==> config.mk <==
export PLATFORM = sky130hd
export DESIGN_NAME = param_acc_processor_flat
export DESIGN_NICKNAME = d
export VERILOG_FILES = /design/src/rtl/param_acc_processor_if.sv /design/src/rtl/param_acc_processor.sv /design/src/flat_wrapper.sv
export SDC_FILE = /design/constraint.sdc
export NUM_CORES = 1
export LEC_CHECK = 0
export ABC_AREA = 1
export CORE_AREA = 2 2 202 204
export DETAILED_ROUTE_END_ITERATION = 6
export DIE_AREA = 0 0 204 206
export PLACE_DENSITY_LB_ADDON = 0.2
export SLEW_MARGIN = 10
export SYNTH_ARGS = -nofsm -noshare
export SYNTH_HDL_FRONTEND = slang
export SYNTH_SLANG_ARGS = --single-unit
==> constraint.sdc <==
create_clock -name clk -period 5.7 [get_ports clk]
set_input_delay 1.14 -clock clk [delete_from_list [all_inputs] [get_ports clk]]
set_output_delay 1.14 -clock clk [all_outputs]
set_load 0.05 [all_outputs]
==> src/rtl/param_acc_processor_if.sv <==
// Host-facing port bundle of the accumulator processor: serial frame link, run control and status.
interface param_acc_processor_if #(
  parameter int DATA_W = 8,
  parameter int ADDR_W = 4
);
  logic              cs_n;
  logic              mosi;
  logic              miso;
  logic              run;
  logic              busy;
  logic              done;
  logic              frame_err;
  logic [DATA_W-1:0] acc_out;
  logic [ADDR_W-1:0] pc_out;
  logic [15:0]       cycle_cnt;

  modport master (
    output cs_n, mosi, run,
    input  miso, busy, done, frame_err, acc_out, pc_out, cycle_cnt
  );

  modport slave (
    input  cs_n, mosi, run,
    output miso, busy, done, frame_err, acc_out, pc_out, cycle_cnt
  );
endinterface

==> src/rtl/param_acc_processor.sv <==
// Serial-loaded accumulator processor: host frames fill imem/dmem or queue a dmem readback;
// a run request then executes one instruction per clk until HALT, end of imem, or run falling.
module param_acc_processor #(
  parameter int DATA_W = 8,
  parameter int ADDR_W = 4
) (
  input  logic                  clk,
  input  logic                  rst_n,
  param_acc_processor_if.slave  bus
);
  localparam int INST_W  = ADDR_W + 4;
  localparam int FRAME_W = 2 + ADDR_W + DATA_W;
  localparam int DEPTH   = 2 ** ADDR_W;
  localparam int CNT_W   = $clog2(FRAME_W + 2);
  localparam logic [CNT_W-1:0]  CNT_FULL = CNT_W'(FRAME_W);
  localparam logic [CNT_W-1:0]  CNT_SAT  = CNT_W'(FRAME_W + 1);
  localparam logic [ADDR_W-1:0] PC_LAST  = {ADDR_W{1'b1}};

  typedef enum logic [2:0] {IDLE, RECV, COMMIT, RUN, DONE} state_t;

  state_t             state;
  logic [DATA_W-1:0]  acc;
  logic [ADDR_W-1:0]  pc;
  logic [15:0]        cyc;
  logic [FRAME_W-1:0] shreg;
  logic [CNT_W-1:0]   bitcnt;
  logic [DATA_W-1:0]  tx;
  logic               busy_q;
  logic               done_q;
  logic               ferr_q;

  logic [INST_W-1:0]  imem [DEPTH];
  logic [DATA_W-1:0]  dmem [DEPTH];

  logic [1:0]         f_cmd;
  logic [ADDR_W-1:0]  f_addr;
  logic [DATA_W-1:0]  f_data;
  logic               commit_ok;

  assign f_cmd     = shreg[FRAME_W-1 -: 2];
  assign f_addr    = shreg[DATA_W +: ADDR_W];
  assign f_data    = shreg[DATA_W-1:0];
  assign commit_ok = (state == COMMIT) && (bitcnt == CNT_FULL);

  logic [INST_W-1:0]  inst;
  logic [3:0]         opcode;
  logic [ADDR_W-1:0]  operand;
  logic [DATA_W-1:0]  sext;
  logic [DATA_W-1:0]  mem_rd;
  logic [DATA_W-1:0]  acc_nxt;
  logic               taken;
  logic               exec;

  assign inst    = imem[pc];
  assign opcode  = inst[3:0];
  assign operand = inst[INST_W-1:4];
  assign sext    = {{(DATA_W-ADDR_W){operand[ADDR_W-1]}}, operand};
  assign mem_rd  = dmem[operand];
  assign exec    = (state == RUN) && bus.run;

  // Branches only read acc, so acc_nxt and taken never both change for one opcode.
  always_comb begin
    acc_nxt = acc;
    taken   = 1'b0;
    case (opcode)
      4'h0: acc_nxt = acc + mem_rd;
      4'h1: acc_nxt = acc - mem_rd;
      4'h2: acc_nxt = acc & mem_rd;
      4'h3: acc_nxt = acc ^ mem_rd;
      4'h4: acc_nxt = mem_rd;
      4'h6: acc_nxt = acc + sext;
      4'h7: acc_nxt = sext;
      4'h8: acc_nxt = {acc[DATA_W-2:0], 1'b0};
      4'h9: acc_nxt = {1'b0, acc[DATA_W-1:1]};
      4'hA: taken   = (acc != '0);
      4'hB: taken   = (acc == '0);
      4'hC: taken   = 1'b1;
      default: ;
    endcase
  end

  always_ff @(posedge clk) begin
    if (commit_ok && f_cmd == 2'b00)
      imem[f_addr] <= f_data[INST_W-1:0];
    if (commit_ok && f_cmd == 2'b01)
      dmem[f_addr] <= f_data;
    else if (exec && opcode == 4'h5)
      dmem[operand] <= acc;
  end

  always_ff @(posedge clk or negedge rst_n) begin
    if (!rst_n) begin
      state  <= IDLE;
      acc    <= '0;
      pc     <= '0;
      cyc    <= '0;
      shreg  <= '0;
      bitcnt <= '0;
      tx     <= '0;
      busy_q <= 1'b0;
      done_q <= 1'b0;
      ferr_q <= 1'b0;
    end else begin
      case (state)
        IDLE: begin
          // The edge that opens a frame already captures its first bit.
          if (!bus.cs_n) begin
            state  <= RECV;
            busy_q <= 1'b1;
            ferr_q <= 1'b0;
            shreg  <= {{(FRAME_W-1){1'b0}}, bus.mosi};
            bitcnt <= CNT_W'(1);
          end else if (bus.run) begin
            state  <= RUN;
            busy_q <= 1'b1;
            pc     <= '0;
            acc    <= '0;
            cyc    <= '0;
          end
        end
        RECV: begin
          if (!bus.cs_n) begin
            shreg <= {shreg[FRAME_W-2:0], bus.mosi};
            tx    <= {tx[DATA_W-2:0], 1'b0};
            if (bitcnt != CNT_SAT)
              bitcnt <= bitcnt + CNT_W'(1);
          end else begin
            state <= COMMIT;
          end
        end
        COMMIT: begin
          state  <= IDLE;
          busy_q <= 1'b0;
          if (bitcnt != CNT_FULL)
            ferr_q <= 1'b1;
          else if (f_cmd == 2'b10)
            tx <= dmem[f_addr];
        end
        RUN: begin
          if (!bus.run) begin
            state  <= IDLE;
            busy_q <= 1'b0;
            pc     <= '0;
          end else begin
            acc <= acc_nxt;
            if (cyc != 16'hFFFF)
              cyc <= cyc + 16'd1;
            if (opcode == 4'hD || (!taken && pc == PC_LAST)) begin
              state  <= DONE;
              busy_q <= 1'b0;
              done_q <= 1'b1;
            end else if (taken) begin
              pc <= operand;
            end else begin
              pc <= pc + ADDR_W'(1);
            end
          end
        end
        DONE: begin
          if (!bus.run) begin
            state  <= IDLE;
            done_q <= 1'b0;
          end
        end
        default: state <= IDLE;
      endcase
    end
  end

  assign bus.miso      = (state == RECV) && tx[DATA_W-1];
  assign bus.busy      = busy_q;
  assign bus.done      = done_q;
  assign bus.frame_err = ferr_q;
  assign bus.acc_out   = acc;
  assign bus.pc_out    = pc;
  assign bus.cycle_cnt = cyc;
endmodule

==> src/flat_wrapper.sv <==
// flat-port wrapper written by rule: the top's interface ports become plain ports
module param_acc_processor_flat 
#(
  parameter int DATA_W = 8,
  parameter int ADDR_W = 4
)
  (clk, rst_n, bus_cs_n, bus_mosi, bus_run, bus_miso, bus_busy, bus_done, bus_frame_err, bus_acc_out, bus_pc_out, bus_cycle_cnt);
  param_acc_processor_if #(.DATA_W(DATA_W), .ADDR_W(ADDR_W)) bus_i ();
  input  logic clk;
  input  logic rst_n;
  input wire logic [$bits(bus_i.cs_n)-1:0] bus_cs_n;
  input wire logic [$bits(bus_i.mosi)-1:0] bus_mosi;
  input wire logic [$bits(bus_i.run)-1:0] bus_run;
  output wire logic [$bits(bus_i.miso)-1:0] bus_miso;
  output wire logic [$bits(bus_i.busy)-1:0] bus_busy;
  output wire logic [$bits(bus_i.done)-1:0] bus_done;
  output wire logic [$bits(bus_i.frame_err)-1:0] bus_frame_err;
  output wire logic [$bits(bus_i.acc_out)-1:0] bus_acc_out;
  output wire logic [$bits(bus_i.pc_out)-1:0] bus_pc_out;
  output wire logic [$bits(bus_i.cycle_cnt)-1:0] bus_cycle_cnt;
  assign bus_i.cs_n = bus_cs_n;
  assign bus_i.mosi = bus_mosi;
  assign bus_i.run = bus_run;
  assign bus_miso = bus_i.miso;
  assign bus_busy = bus_i.busy;
  assign bus_done = bus_i.done;
  assign bus_frame_err = bus_i.frame_err;
  assign bus_acc_out = bus_i.acc_out;
  assign bus_pc_out = bus_i.pc_out;
  assign bus_cycle_cnt = bus_i.cycle_cnt;
  param_acc_processor #(.DATA_W(DATA_W), .ADDR_W(ADDR_W)) u_core (.clk(clk), .rst_n(rst_n), .bus(bus_i));
endmodule
**After elaboration in Yosys (flattened, before gate mapping)**

Memories as Yosys holds them, arrays and structs flattened.
Cells that the tools add are included.
W data, S select, Z words.

- Register bits: 60
- Memory bits (writable): 256
- Input port bits: 5
- Output and inout bits: 32
- Word-level logic and storage cells: 149
- Memories kept: 2

Memories:

| memory | depth | width | read ports | clocked after memory_dff | wr ports | line | source |
|---|---|---|---|---|---|---|---|
| u_core.dmem | 16 | 8 | 2 | 0 | 1 | param_acc_processor.sv:33 | `logic [DATA_W-1:0] dmem [DEPTH];` |
| u_core.imem | 16 | 8 | 1 | 0 | 1 | param_acc_processor.sv:32 | `logic [INST_W-1:0] imem [DEPTH];` |

- $add $sub $neg: 6
- Equality and inequality tests: 41
- Multiplexer cells: 57
- Bitwise logic cells: 2
- Reductions and logical operators: 31

Operator list:

| operator | count |
|---|---|
| $pmux W8 S9 | 1 |
| $mux W16 | 4 |
| $mux W8 | 7 |
| $mux W4 | 9 |
| $eq A4 B4 Y1 const B | 8 |
| $pmux W16 S2 | 1 |
| $pmux W8 S2 | 2 |
| $mux W14 | 2 |
| $pmux W14 S2 | 1 |
| $ne A2 B2 Y1 const B | 12 |
| $reduce_and A4 Y1 | 5 |
| $mux W3 | 6 |
| $mux W1 | 17 |
| $add A16 B1 Y16 const B | 1 |
| $add A8 B8 Y8 | 2 |
| $eq A4 B3 Y1 const B | 4 |
| $ne A16 B16 Y1 const B | 1 |
| $pmux W4 S2 | 2 |
| $pmux W3 S4 | 1 |
| $ne A10 B10 Y1 const B | 1 |
| $reduce_and A5 Y1 | 2 |
| $reduce_bool A2 Y1 | 5 |
| $ne A3 B3 Y1 const B | 3 |
| $reduce_and A3 Y1 | 3 |
| other kinds (25) | 37 |

**Longest topological paths before layout**

Gate-level depths: netlist of run 1.
An unclocked memory read counts as a cell.

- Word-level depth: 9
- Mapped depth: 35

**Worst setup path after synthesis of run 1**

Ideal clock, no wire load.

- Kind: flip-flop to flip-flop
- Start: register u_core.pc[0] (netlist: u_core.bus.pc_out[0])
- End: register u_core.acc[7] (netlist: u_core.bus.acc_out[7])
- Setup time: 118 ps
- Data arrival time: 4241 ps
- Required time: 5582 ps
- Path slack: 1341 ps
- Stages on the path, launching flop included: 32
- Path buffers: 3
- Period minus slack after synthesis: 4359 ps
- Cells stage by stage: dfrtp_1 > buf_6 > buf_2 > nand2_1 > nand3_1 > nand2_1 > nand3b_1 > nand2_2 > buf_2 > o211ai_1 > nand3_1 > nand3_1 > nand2_2 > inv_1 > ha_1 > nand2_1 > o21ai_0 > a21oi_1 > inv_1 > ha_1 > a21oi_1 > o21bai_1 > a21oi_1 > o21ai_0 > a21o_1 > a21oi_1 > xor2_1 > inv_1 > nand3_1 > nand3_1 > nand2_1 > nand2_1

- Word-level cells in the longest chain between the ends: 6
- Elaborated cells between the ends (all ways): 21
- Those cells by class: 3 x add/sub; 9 x eq/ne; 3 x mux; 2 x bitwise; 2 x reduce/logical; 2 x memory

RTL lines:

| element | line | source |
|---|---|---|
| start, declared | param_acc_processor.sv:23 | `logic [ADDR_W-1:0] pc;` |
| start signal, assigned | param_acc_processor.sv:153 | `pc <= operand;` |
| start signal, assigned | param_acc_processor.sv:155 | `pc <= pc + ADDR_W'(1);` |
| $mem_v2 Z16 W8 (*) | n/a |  |
| $mem_v2 Z16 W8 | n/a |  |
| $sub A8 B8 Y8, or another cell as far along | param_acc_processor.sv:67 | `4'h1: acc_nxt = acc - mem_rd;` |
| $pmux W8 S9 | param_acc_processor.sv:65 | `case (opcode)` |
| $mux W8 | param_acc_processor.sv:140 | `if (!bus.run) begin` |
| $pmux W8 S2 | param_acc_processor.sv:104 | `case (state)` |
| end signal, assigned | param_acc_processor.sv:145 | `acc <= acc_nxt;` |
| end, declared | param_acc_processor.sv:22 | `logic [DATA_W-1:0] acc;` |

Every way passes the cells marked *; elsewhere a longest branch is shown, timed or not. The select of a mux whose other input is x is not followed.
A chain may end at the register's enable or synchronous reset.

**Worst setup path after layout of run 1**

- Start: register u_core.pc[2] (netlist: u_core.bus.pc_out[2])
- End: register u_core.acc[7] (netlist: u_core.bus.acc_out[7])

The elaborated chain is that of the path after synthesis.

==> results of run 1 <==
==> sequential cells by signal, indices dropped and copies added, names as in the netlist <==
| name | count |
|---|---|
| u_core.bus.acc_out | 8 |
| u_core.bus.pc_out | 4 |
| u_core.bus.frame_err | 1 |
| u_core.bus.done | 1 |
| u_core.dmem | 128 |
| u_core.shreg | 14 |
| u_core.state | 3 |
| u_core.bitcnt | 4 |
| u_core.bus.cycle_cnt | 16 |
| u_core.bus.busy | 1 |
| u_core.tx | 8 |
| u_core.imem | 128 |
==> final cells by class <==
class / count / area, sq um
fill: 3861 / 22400
sequential: 316 / 9190
multi-input combinational: 1017 / 5430
clock buffer: 43 / 937
inverter: 193 / 732
tap: 532 / 666
timing repair buffer: 73 / 646
clock inverter: 21 / 175
==> power groups by stage <==
stage,clock network [mW],registers [mW],logic [mW]
global placement,0,3.03,3.22
CTS,2.26,2.98,3.25
floorplan,0,3.09,2.21
global route,2.35,3.00,3.62
finish,2.22,2.98,3.27
detailed placement,0,3.03,3.24
==> logic make-up (layout without fill, tap and decap cells) <==
group,Yosys count,after routing,share of synthesized area
AO/OA/AOI/OAI,284,284,0.117
XOR/XNOR,7,7,0.00388
adder cells (fa/ha/maj),21,21,0.0171
buffers and inverters,259,330,0.0755
flip-flops,316,316,0.582
AND/OR/NAND/NOR,705,705,0.205
==> worst paths after layout <==
path | from | end | slack (ns)
hold / removal | u_core.bus.busy$_DFFE_PN0P_ | u_core.bus.busy$_DFFE_PN0P_ | 0.49
setup reg to reg | u_core.bus.pc_out[2]$_DFFE_PN0P_ | u_core.bus.acc_out[7]$_DFFE_PN0P_ | 0.58
hold reg to reg | u_core.bus.busy$_DFFE_PN0P_ | u_core.bus.busy$_DFFE_PN0P_ | 0.49
min in group asynchronous | rst_n | u_core.bus.pc_out[3]$_DFFE_PN0P_ | 0.78
max in group asynchronous | rst_n | u_core.bus.pc_out[0]$_DFFE_PN0P_ | 4.38
setup / recovery | u_core.bus.pc_out[2]$_DFFE_PN0P_ | u_core.bus.acc_out[7]$_DFFE_PN0P_ | 0.58
==> per-stage QoR <==
| step | area, sq um | power (mW) |
|---|---|---|
| finish | 17800 | 8.47 |
| global route | 17800 | 8.97 |
| CTS | 17800 | 8.49 |
| detailed placement | 16700 | 6.27 |
| global placement | 16700 | 6.25 |
| floorplan | 15800 | 5.31 |
==> layout by cell type, fill, tap and decap left out, types with 18 or more instances in the layout <==
cell type	count
a22oi_1	34
o22ai_1	23
o21ai_0	59
o221ai_1	18
o21ai_1	23
a21oi_1	39
nand3_1	183
dfrtp_1	59
inv_2	27
o211ai_1	37
buf_4	36
inv_1	161
clkbuf_16	36
clkdlybuf4s50_1	35
edfxtp_1	256
nand2_1	315
ha_1	20
nor2_1	110
==> per-layer routing <==
layer | track usage | up-vias
met1 | 0.291 | 5809
met3 | 0.0304 | 117
met5 | 0 | -
met4 | 0.0903 | 0
met2 | 0.341 | 451
li1 | - | 5666
==> critical path, delay by kind of cell, from the launching register on <==
family / cells / cell delay [ns]
DFF: 1 / 0.65
and+or+nand+nor: 15 / 1.85
AOI/OAI and AO/OA: 9 / 1.27
xor gates and xnor gates: 1 / 0.21
adders and majority gates: 2 / 0.50
buffers and inverters: 4 / 0.49
==> flow_metrics.py, run 1 <==
metrics = {
    "sta": {
        "fin_crit_ns": 5.12,
        "fin_hold_ws_ns": 0.486,
        "clock_skew_ns": 0.00868,
        "setup_violations": 0,
        "max_freq_mhz": 196,
        "post-route-period-util": 0.897,
        "tns_ns": 0,
        "hold_viol": 0,
        "worstMarginPinSlew_ns": 1.02,
        "slew_viol_final": 0,
        "finalWorstSetupSlack_ns": 0.585,
        "slew_headroom": 0.317,
        "rsz0062_at_grt": "false",
    },
    "power": {
        "swShare": 0.409,
        "leakage_nw": 6.89,
        "ir_worst_vdd_uv": 232,
        "p_comb_frac": 0.386,
        "p_sw_mw": 3.46,
        "clockPowerShare": 0.262,
        "seqPwrFrac": 0.352,
        "intPower_mw": 5.01,
        "powerDensity_nw_per_um2": 476,
    },
    "final_layout": {
        "drive_gt1_frac": 0.102,
        "nets": 1663,
        "fin_cells": 2195,
        "final_core_utilization": 0.442,
        "synthToLayoutAreaGrowth_pct": 12.5,
        "antenna_cells": 0,
    },
    "critical_path": {
        "worstPathArrival_ns": 5.55,
        "startpoint_type": "flip-flop",
        "end_kind": "flip-flop",
        "slowest_stage": "dfrtp_1",
        "worst-path-max-fanout": 32,
        "required_ns": 6.13,
        "cpPeakStageDelay_ns": 0.65,
        "reg2reg_depth": 31,
        "path_class": "reg -> reg",
    },
    "route": {
        "firstDrtPassIters": 5,
        "route.detailed.drc": 0,
        "drtIter0Drc": 974,
        "dr_wl_met2_um": 20500,
        "routed_wl_um": 44300,
        "top_layer_used": "met4",
        "wl_met3_um": 2670,
        "vias": 12000,
        "post_drt_via_cell_ratio": 5.49,
        "drt-met1-wl_um": 19400,
        "ant_nets": 0,
        "wl_per_cell_um": 20.2,
    },
    "synthesis": {
        "async_flop_share": 0.190,
        "synth_commonest_cells": "nand2_1 (315), edfxtp_1 (256), nand3_1 (183), inv_1 (161), nor2_1 (112)",
        "synth_area_leaders": "edfxtp_1 (49%), dfrtp_1 (9.5%), nand2_1 (7.5%)",
        "synth_cells": 1592,
        "yosys.area.top_type": "edfxtp_1",
        "ys_seq_area_frac": 0.582,
        "syn_avg_cell_area_sq_um": 9.92,
        "synth.ff_latch_count": 316,
        "synthesis.nets": 1618,
        "yosysMostFrequentCell": "nand2_1",
        "synth_top_flop_cell": "edfxtp_1",
        "netlist_area_sq_um": 15800,
        "synth-edff-count": 256,
        "ys.warnings.count": 0,
        "netlist.area_leader.share": 0.487,
        "ys_types": 63,
    },
    "clocking": {
        "cts.sinks": 316,
        "clock_latency_ns": 0.54,
        "post_cts.repair.setup_buffers": 0,
        "cts_resized": 0,
        "cts_root_buf": "clkbuf_16",
        "cts_tree": "done",
        "htreeDepth": 2,
        "ctsHoldBuffers": 0,
        "cts_made_buffers": 36,
        "path_clk_slew_ns": 0.06,
        "clockBufferDepth": 3,
    },
    "floorplanning": {
        "dieArea_sq_um": 42000,
        "initial_core_util": 0.393,
        "fp.dieW_um": 204,
        "ios": 37,
        "die_y_um": 206,
        "num_rows": 74,
        "coreArea_sq_um": 40200,
    },
    "place": {
        "place_inst": 2131,
        "portBuffers": 36,
        "gp_congestion": 0.886,
        "dp_hpwl_um": 29900,
        "dp_slack_ns": 0.646,
    },
    "grt": {
        "grt_pass1_vias": 11600,
        "track_usage": 0.213,
        "grt_max_degree": 71,
        "grt_pass1_wl_um": 68300,
        "grt_overflow": 0,
        "antenna_found_initial": 1,
    },
    "hold_path": {
        "hold_path.class": "reg -> reg",
        "hold_path_depth": 2,
    },
    "run_status": {
        "status": "complete, no violations",
    },
    "flow_run": {
        "timing.max_cap.violations": 0,
    },
}
Note: power is estimated with default switching activity, not from simulation.
==> inputs of run 2 (changes only) <==
--- a/config.mk
+++ b/config.mk
@@ -9,7 +9,6 @@
 export CORE_AREA = 2 2 202 204
 export DETAILED_ROUTE_END_ITERATION = 6
 export DIE_AREA = 0 0 204 206
-export PLACE_DENSITY_LB_ADDON = 0.2
 export SLEW_MARGIN = 10
 export SYNTH_ARGS = -nofsm -noshare
 export SYNTH_HDL_FRONTEND = slang
==> flow_metrics.py, run 2 (synthesis gave the netlist of run 1 again) <==
metrics = {
    "run_status": {
        "status": "complete, no violations",
    },
    "place": {
        "placed_area_sq_um": 16700,
        "dp_hpwl_um": 29700,
        "portBuffers": 36,
        "gp_congestion": 0.876,
    },
    "grt": {
        "track_usage": 0.210,
        "grt_pass1_wl_um": 68000,
        "grt_pass1_vias": 11700,
        "grt_overflow": 0,
        "grt_max_degree": 62,
        "antenna_found_initial": 0,
    },
    "critical_path": {
        "path_class": "reg -> reg",
        "required_ns": 6.12,
        "cpPeakStageDelay_ns": 0.62,
        "crit_path_start": "u_core.bus.pc_out[0]$_DFFE_PN0P_",
        "worst-path-max-fanout": 30,
        "end_kind": "flip-flop",
        "r2r-start": "u_core.bus.pc_out[0]$_DFFE_PN0P_",
        "startpoint_type": "flip-flop",
        "slowest_stage": "dfrtp_2",
        "worstPathArrival_ns": 5.50,
    },
    "power": {
        "powerDensity_nw_per_um2": 473,
        "leakage_nw": 6.89,
        "ir_worst_vdd_uv": 281,
    },
    "hold_path": {
        "hold_path.class": "reg -> reg",
        "worstHoldStart": "u_core.bus.frame_err$_DFFE_PN0P_",
    },
    "sta": {
        "clock_skew_ns": 0.0212,
        "fin_crit_ns": 5.07,
        "setup_violations": 0,
        "slew_viol_final": 0,
        "slew_headroom": 0.293,
        "rsz0062_at_grt": "false",
        "tns_ns": 0,
        "worstMarginPinSlew_ns": 1.05,
        "max_freq_mhz": 197,
        "hold_viol": 0,
        "post-route-period-util": 0.890,
    },
    "route": {
        "firstDrtPassIters": 5,
        "wl_per_cell_um": 20.0,
        "post_drt_via_cell_ratio": 5.49,
        "ant_nets": 0,
        "vias": 12100,
        "drtIter0Drc": 1202,
        "routed_wl_um": 43800,
        "route.detailed.drc": 0,
    },
    "floorplanning": {
        "coreArea_sq_um": 40200,
        "fp.dieW_um": 204,
        "ios": 37,
        "dieArea_sq_um": 42000,
        "initial_core_util": 0.393,
        "num_rows": 74,
        "die_y_um": 206,
    },
    "clocking": {
        "cts_tree": "done",
        "clock_latency_ns": 0.54,
        "ctsHoldBuffers": 0,
        "cts.sinks": 316,
        "path_clk_slew_ns": 0.06,
        "htreeDepth": 2,
        "post_cts.repair.setup_buffers": 0,
        "cts_root_buf": "clkbuf_16",
        "cts_made_buffers": 34,
        "clockBufferDepth": 3,
        "cts_resized": 0,
    },
    "final_layout": {
        "final_cell_mix": "nand2_1 (315), edfxtp_1 (256), nand3_1 (183), inv_1 (161), nor2_1 (110)",
        "final_cell_area_sq_um": 17800,
        "drive_gt1_frac": 0.102,
        "synthToLayoutAreaGrowth_pct": 12.5,
        "nets": 1667,
        "final_common_cell": "nand2_1",
        "antenna_cells": 0,
    },
    "flow_run": {
        "timing.max_cap.violations": 0,
    },
}
## run 2: final timing paths
kind	to	slack, ns	depth (start not counted)
worst max-delay path	u_core.bus.acc_out[7]$_DFFE_PN0P_	0.63	31
worst min-delay path	u_core.bus.frame_err$_DFFE_PN0P_	0.49	1
worst max register to register	u_core.bus.acc_out[7]$_DFFE_PN0P_	0.63	31
worst min register to register	u_core.bus.frame_err$_DFFE_PN0P_	0.49	1
max in group asynchronous	u_core.bus.pc_out[0]$_DFFE_PN0P_	4.36	2
min in group asynchronous	u_core.bus.cycle_cnt[7]$_DFFE_PN0P_	0.76	2
## run 2: worst max-delay path: cells and delay by family (launching register included)
kind	cells	cell delay, ns
DFF	1	0.62
adders and majority gates	2	0.54
buffers and inverters	5	0.90
and+or+nand+nor	14	1.40
AOI/OAI and AO/OA	9	1.23
xor gates and xnor gates	1	0.21
## run 2: final cells by class
| cell class | instances | area [sq um] |
|---|---|---|
| multi-input combinational | 1017 | 5420 |
| fill | 3805 | 22400 |
| inverter | 193 | 732 |
| sequential | 316 | 9190 |
| clock inverter | 14 | 161 |
| tap | 532 | 666 |
| timing repair buffer | 79 | 703 |
| clock buffer | 45 | 892 |
## run 2: where the power goes
part,internal [mW],leakage (nW),switching [mW]
Combinational,1.00,3.22,2.27
Sequential,2.76,3.16,0.231
Clock,1.24,0.508,0.903
Total,5.00,6.89,3.40
## run 2: routing by layer
metal / routed length, um / up-vias / share of wire / global-route usage
met3: 2920 / 89 / 0.067 / 0.0339
met4: 1190 / 0 / 0.027 / 0.0743
li1: - / 5676 / - / -
met2: 20400 / 490 / 0.46 / 0.344
met5: 0 / - / 0 / 0
met1: 19300 / 5799 / 0.44 / 0.285
## run 2: per-stage QoR
stage / cells / hold WS, ns / power, mW / util / worst slack (ns)
final: 2196 / 0.492 / 8.40 / 0.442 / 0.629
after global routing: 2196 / 0.532 / 8.88 / 0.442 / 0.178
after CTS: 2196 / 0.502 / 8.41 / 0.442 / 0.656
after detailed placement: 2137 / 0.489 / 6.26 / 0.416 / 0.685
after global placement: 2137 / 0.481 / 6.23 / 0.416 / 0.786
after floorplan: 1592 / 0.473 / 5.31 / - / 1.34
